<file path="config.mk">
export PLATFORM = sky130hd
export DESIGN_NAME = icache
export DESIGN_NICKNAME = d
export VERILOG_FILES = /design/src/rtl/icache.sv
export SDC_FILE = /design/constraint.sdc
export NUM_CORES = 1
export LEC_CHECK = 0
export CORE_MARGIN = 5
export CORE_UTILIZATION = 25
export CTS_CLUSTER_SIZE = 30
export DETAILED_ROUTE_END_ITERATION = 10
export SKIP_LAST_GASP = 1
export SLEW_MARGIN = 20
export SYNTH_ARGS = -nofsm -noshare
export SYNTH_HDL_FRONTEND = slang
export SYNTH_SLANG_ARGS = --single-unit
</file>
<file path="constraint.sdc">
create_clock -name CLK -period 9.1 [get_ports CLK]
set_input_delay 1.365 -clock CLK [delete_from_list [all_inputs] [get_ports CLK]]
set_output_delay 1.365 -clock CLK [all_outputs]
set_load 0.005 [all_outputs]
</file>
<file path="src/rtl/icache.sv">
// rtl/icache.sv - direct-mapped one-word-per-frame instruction cache with single-miss fill FSM
// Optional hit/miss counters are built when ICACHE_STATS_EN is defined.
module icache #(
    parameter int SETS = 16
) (
    input  logic        CLK,
    input  logic        nRST,
    input  logic        imemREN,
    input  logic [31:0] imemaddr,
    output logic        ihit,
    output logic [31:0] imemload,
    output logic        iREN,
    output logic [31:0] iaddr,
    input  logic        iwait,
    input  logic [31:0] iload
`ifdef ICACHE_STATS_EN
    ,
    output logic [31:0] hitcount,
    output logic [31:0] misscount
`endif
);

    localparam int IW = $clog2(SETS);
    localparam int TW = 30 - IW;

    typedef enum logic {
        IDLE,
        FILL
    } state_e;

    state_e          state_q;
    logic [29:0]     fill_addr_q;
    logic            valid_q [SETS];
    logic [TW-1:0]   tag_q   [SETS];
    logic [31:0]     data_q  [SETS];

    logic [IW-1:0]   req_idx;
    logic [TW-1:0]   req_tag;
    logic [IW-1:0]   fill_idx;
    logic [TW-1:0]   fill_tag;
    logic            lookup_hit;
    logic            miss;
    logic            unused_byte_offset;

    assign req_idx  = imemaddr[IW+1:2];
    assign req_tag  = imemaddr[31:IW+2];
    assign fill_idx = fill_addr_q[IW-1:0];
    assign fill_tag = fill_addr_q[29:IW];

    // Byte offset never selects anything: frames hold exactly one word.
    assign unused_byte_offset = ^imemaddr[1:0];

    // Lookup depends only on request inputs and stored flops, never on iload/iwait.
    assign lookup_hit = imemREN && valid_q[req_idx] && (tag_q[req_idx] == req_tag);
    assign ihit       = (state_q == IDLE) && lookup_hit;
    assign miss       = (state_q == IDLE) && imemREN && !lookup_hit;
    assign imemload   = ihit ? data_q[req_idx] : 32'h0;

    assign iREN  = (state_q == FILL);
    assign iaddr = iREN ? {fill_addr_q, 2'b00} : 32'h0;

    always_ff @(posedge CLK or negedge nRST) begin
        if (!nRST) begin
            state_q     <= IDLE;
            fill_addr_q <= '0;
            for (int i = 0; i < SETS; i++) begin
                valid_q[i] <= 1'b0;
                tag_q[i]   <= '0;
                data_q[i]  <= '0;
            end
        end else begin
            case (state_q)
                IDLE: begin
                    if (miss) begin
                        fill_addr_q <= imemaddr[31:2];
                        state_q     <= FILL;
                    end
                end
                FILL: begin
                    // The latched address owns the fill; request changes wait for IDLE.
                    if (!iwait) begin
                        valid_q[fill_idx] <= 1'b1;
                        tag_q[fill_idx]   <= fill_tag;
                        data_q[fill_idx]  <= iload;
                        state_q           <= IDLE;
                    end
                end
                default: state_q <= IDLE;
            endcase
        end
    end

`ifdef ICACHE_STATS_EN
    logic [31:0] hit_cnt_q;
    logic [31:0] miss_cnt_q;

    always_ff @(posedge CLK or negedge nRST) begin
        if (!nRST) begin
            hit_cnt_q  <= 32'h0;
            miss_cnt_q <= 32'h0;
        end else begin
            if (ihit) begin
                hit_cnt_q <= hit_cnt_q + 32'h1;
            end
            if (miss) begin
                miss_cnt_q <= miss_cnt_q + 32'h1;
            end
        end
    end

    assign hitcount  = hit_cnt_q;
    assign misscount = miss_cnt_q;
`endif

endmodule

</file>
== Yosys cells after proc, flatten, opt, wreduce, memory -nomap -nowiden ==
Cells that the tools add are included.
Operators by class
  order comparisons: 3
  equal/unequal tests: 1
  multiplexer cells: 22
  bitwise logic cells: 5
  reductions and logical operators: 9
Operator list (count)
  $bwmux 512: 1
  $bwmux 416: 1
  $mux 32: 5
  $bmux 32 s4: 1
  $demux 32 s4: 1
  $bmux 26 s4: 1
  $demux 26 s4: 1
  $mux 26: 3
  $eq 26x26->1: 1
  $or 16x16->16: 1
  $ge 5x5->1 const B: 2
  $not 4->5: 2
  $logic_and 1x1->1: 6
  $lt 5x1->1 const B: 1
  $mux 1: 5
  $bmux 1 s4: 1
  $demux 1 s4: 1
  $reduce_and 2->1: 2
  $not 1->1: 2
  $pmux 1 s2: 1
  $logic_not 1->1: 1
Word-level totals
  flip-flop bits (word level): 975
  input bits: 68
  logic and storage cells: 90

== Depth between registers and ports, before layout ==
  word-level depth: 10
  depth in mapped cells: 13

== Worst setup path after synthesis ==
No wires, ideal clock.
  path type: input to output
  from: in imemaddr[2]
  to: out imemload[22]
  arrival: 4.048 ns
  data required time: 7.735 ns
  setup slack: 3.687 ns
  stages on the path: 10
  path buffers: 7
  cells stage by stage: buf_6 > buf_4 > buf_4 > buf_6 > buf_2 > buf_2 > buf_2 > mux4_2 > mux4_2 > nor2b_1
On the way
  longest elaborated chain between the ends: 8
  elaborated cells on any way between the ends: 15
Ends and longest elaborated chain
  start, declared: line 9  | input logic [31:0] imemaddr,
  $not 4->5 (implied by the code) (*): line 54, 57
  $bmux 26 s4 or $bmux 1 s4 (tied branches): line 54  | assign lookup_hit = imemREN && valid_q[req_idx] && (tag_q[req_idx] == req_tag);
  $mux 26 (implied by the code) or $mux 1 (tied branches) (2 in series): line 54
  $eq 26x26->1 or $logic_and 1x1->1 (tied branches): line 54
  $logic_and 1x1->1: line 54
  $logic_and 1x1->1: line 55  | assign ihit = (state_q == IDLE) && lookup_hit;
  $mux 32 (*): line 57  | assign imemload = ihit ? data_q[req_idx] : 32'h0;
  end, declared: line 11  | output logic [31:0] imemload,
Every way passes the cells marked *; elsewhere a longest branch is shown, timed or not. The select of a mux whose other input is x is not followed.

== Worst setup path after layout ==
  from: in imemaddr[3]
  to: out imemload[30]
The elaborated chain is that of the path after synthesis.

==> impl_metrics.tcl <==
set metrics [dict create \
    outcome "finished, final reports clean" \
    max-cap-violations 0 \
    grt_antenna_before_repair 13 \
    max-clock-path-buffers 3 \
    yosys_most_used_dff "sky130_fd_sc_hd__dfrtp_1" \
    clock_tree_from_tritoncts "built" \
    vias_per_cell 4.625 \
    die_height_um 431.5 \
    cts.htree.levels 3 \
    floorplan.initialDensity 0.2516 \
    synth_enable_flop_cells 0 \
    detail_route.wirelength_um 117100 \
    max_freq_mhz 144.0 \
    internal_power_mw 10.85 \
    grt_usage 0.1254 \
    synth-async-reset-ratio 1.000 \
    finalHoldViolCount 0 \
    cts_buffers 98 \
    critPathArrivalTime_ns 5.58 \
    synth_sequential_area_ratio 0.5493 \
    timing.critical_path.slowest_cell_delay_ns 0.62 \
    data_required_time_of_the_critical_path_ns 7.74 \
    critPathTopFamily "buffers and inverters" \
    timing.critical_path.fanout_max 61 \
    post_synth_instance_area_sq_mm 0.04441 \
    core-area_sq_mm 0.1765 \
    hold_path.class "flip-flop to flip-flop" \
    fin_setup_tns_ns 0 \
    clk_pin_slew_worst_paths_ns 0.06 \
    post_cts.resized_instances 0 \
    fp.dieArea_sq_mm 0.1862 \
    power.leakage_nw 22.49 \
    startpoint_kind_of_the_worst_setup_timing_path "input pin" \
    antenna_left 0 \
    design.portCount 134 \
    reg2reg_setup_slack_ns 5.35 \
    timing.final.setup_violations 0 \
    powerDensity_mw_per_mm2 287.1 \
    crit_slowest_cell "sky130_fd_sc_hd__buf_6" \
    area_growth_pct 15.92 \
    floorplan_die_width_um 431.5 \
    vdd_ir_drop_max_mv 0.1557 \
    p_sw_frac 0.2662 \
    cp.buffers_inverters 4 \
    ratio_of_cells_with_drive_above_1_in_the_final_layout 0.5056 \
    nets 2863 \
    rsz_0062_raised_after_global_routing "no" \
    drtPass1Iterations 4 \
    place_hpwl_um 66880 \
    post-route-period-util 0.7634 \
    worstMarginPinSlew_ns 1.140 \
    criticalPathCategory "input pin to output pin" \
    floorplan.rows 154 \
    final_util 0.2917 \
    globalplace.congestion 0.6966 \
    drcViolationCount 0 \
    postSynthAreaPerCell_sq_um 16.10 \
    max_slew_margin 0.2401 \
    share_seq_of_total_power 0.481 \
    finalCriticalPeriod_ns 6.947 \
    end_kind "output pin" \
    grt_remaining_overflow 0 \
    n_fill_cell 17640 \
    finClkSkew_ns 0.05840 \
    timing.final.max_slew_violations 0 \
    grt_pass1_wl_um 177600 \
    cts.hold.buffers_added 0 \
    cts.sinks 975 \
    dr.first_iter.drc_count 1642 \
    clk_network_pwr_share 0.279 \
    clock-root-buffer "sky130_fd_sc_hd__clkbuf_16" \
    grt_pass1_vias 26180 \
    cts_post_setup_buffers_inserted 0 \
    wl_per_cell_um 22.42 \
    p_comb_frac 0.241 \
    largest_net_degree_at_the_start_of_global_routing 181 \
    netSwitchingPower_mw 3.935 \
    port_buffers 129 \
    synth_warnings 0 \
    yosysUniqueCellTypes 57 \
    cell_count_after_synthesis 2759 \
    critical_path.cell_chain "buf_6 > buf_4 > nand2_1 > o22ai_1 > nor3_1 > nor4b_1 > a31oi_1 > nor4_2 > nand4_1 > buf_4 > nor2b_1 > clkdlybuf4s50_1" \
    clkLatencyLatePin_ns 0.71 \
    synth.ff_latch_count 975 \
    critical_path.most_common_cell "sky130_fd_sc_hd__buf_4" \
    num_vias 24160 \
]
-- synth_stat cells, types with 12 or more instances --
master,count,area (sq um)
sky130_fd_sc_hd__dfrtp_1,975,24400
sky130_fd_sc_hd__mux2_2,945,10640
sky130_fd_sc_hd__mux4_2,240,5405
sky130_fd_sc_hd__clkbuf_1,112,420.4
sky130_fd_sc_hd__buf_1,79,296.5
sky130_fd_sc_hd__mux2i_1,64,640.6
sky130_fd_sc_hd__nor2b_1,46,287.8
sky130_fd_sc_hd__and2_1,32,200.2
sky130_fd_sc_hd__mux2_4,29,435.4
sky130_fd_sc_hd__buf_2,27,135.1
sky130_fd_sc_hd__xnor2_1,24,210.2
sky130_fd_sc_hd__nand2_1,23,86.33
sky130_fd_sc_hd__xor2_1,15,131.4
sky130_fd_sc_hd__buf_4,14,105.1
sky130_fd_sc_hd__nand2b_1,14,87.58
sky130_fd_sc_hd__nor2_1,12,45.04
-- final timing paths --
path	end	cells past startpoint	start
worst max register to register	data_q[285]	6	iREN
worst min register to register	valid_q[9]	1	valid_q[9]
worst min-delay path	valid_q[9]	1	valid_q[9]
min in group asynchronous	fill_addr_q[25]	1	nRST
max in group asynchronous	data_q[151]	4	nRST
worst max-delay path	imemload[30]	12	imemaddr[3]
-- final cells by class --
cell class | count | area (sq um) | share of cell area
antenna | 9 | 22.52 | 0.0004374
clock buffer | 141 | 2865 | 0.05565
clock inverter | 38 | 436.7 | 0.008481
inverter | 5 | 21.27 | 0.0004131
multi-input combinational | 1540 | 19070 | 0.3703
sequential | 975 | 24400 | 0.4739
tap | 2340 | 2928 | 0.05687
timing repair buffer | 175 | 1745 | 0.03390
-- per-layer routing --
metal	share of wire	global-route usage	vias up
met3	0.033	0.01863	144
met5	0.000060	0	-
li1	-	-	10310
met2	0.50	0.2129	353
met4	0.021	0.03308	2
met1	0.45	0.1681	13350
-- cells in the final DEF (no fill, tap or decap), types with 19 or more instances in the layout --
| cell | count |
|---|---|
| sky130_fd_sc_hd__buf_4 | 40 |
| sky130_fd_sc_hd__mux4_2 | 240 |
| sky130_fd_sc_hd__nor2b_1 | 44 |
| sky130_fd_sc_hd__mux2_2 | 945 |
| sky130_fd_sc_hd__clkdlybuf4s50_1 | 124 |
| sky130_fd_sc_hd__dfrtp_1 | 974 |
| sky130_fd_sc_hd__mux2i_1 | 64 |
| sky130_fd_sc_hd__clkinv_2 | 24 |
| sky130_fd_sc_hd__clkbuf_1 | 19 |
| sky130_fd_sc_hd__and2_1 | 32 |
| sky130_fd_sc_hd__xnor2_1 | 24 |
| sky130_fd_sc_hd__clkbuf_16 | 99 |
| sky130_fd_sc_hd__clkbuf_8 | 23 |
| sky130_fd_sc_hd__mux2_4 | 29 |
-- cell families (layout without fill, tap and decap cells) --
kind of cell,Yosys count,after routing,synth area share
XOR/XNOR,39,39,0.007691
other,1,11,0.00008443
AO/OA/AOI/OAI,55,55,0.009297
buffers and inverters,245,359,0.02409
AND/OR/NAND/NOR,161,161,0.02102
multiplexers,1283,1283,0.3885
flip-flops,975,975,0.5493
-- power groups by stage --
| stage | Combinational (mW) | Sequential (mW) | Clock (mW) |
|---|---|---|---|
| floorplan | 2.91 | 6.78 | 0 |
| global placement | 3.52 | 7.08 | 0 |
| detailed placement | 3.61 | 7.16 | 0 |
| CTS | 3.62 | 7.09 | 4.26 |
| global route | 3.88 | 7.32 | 4.43 |
| finish | 3.56 | 7.10 | 4.12 |
-- state kept, by name, indices dropped and copies added, names as in the netlist --
register / count
data_q: 512
tag_q: 416
fill_addr_q: 30
valid_q: 16
iREN: 1
-- metrics by stage --
step                      setup WS [ns]  instances  cell area [sq um]  hold slack, ns  power [mW]
final                             2.153       5223              51490          0.4609       14.78
after global routing              1.761       5216              51470          0.4750       15.63
after CTS                         2.014       5213              51440          0.4614       14.97
after detailed placement          2.037       5034              48130          0.4462       10.78
after global placement            2.011       5034              48130          0.4432       10.59
after floorplan                   3.687       2760              44420          0.4287       9.695
No activity file was read; power rests on OpenSTA's default activity.
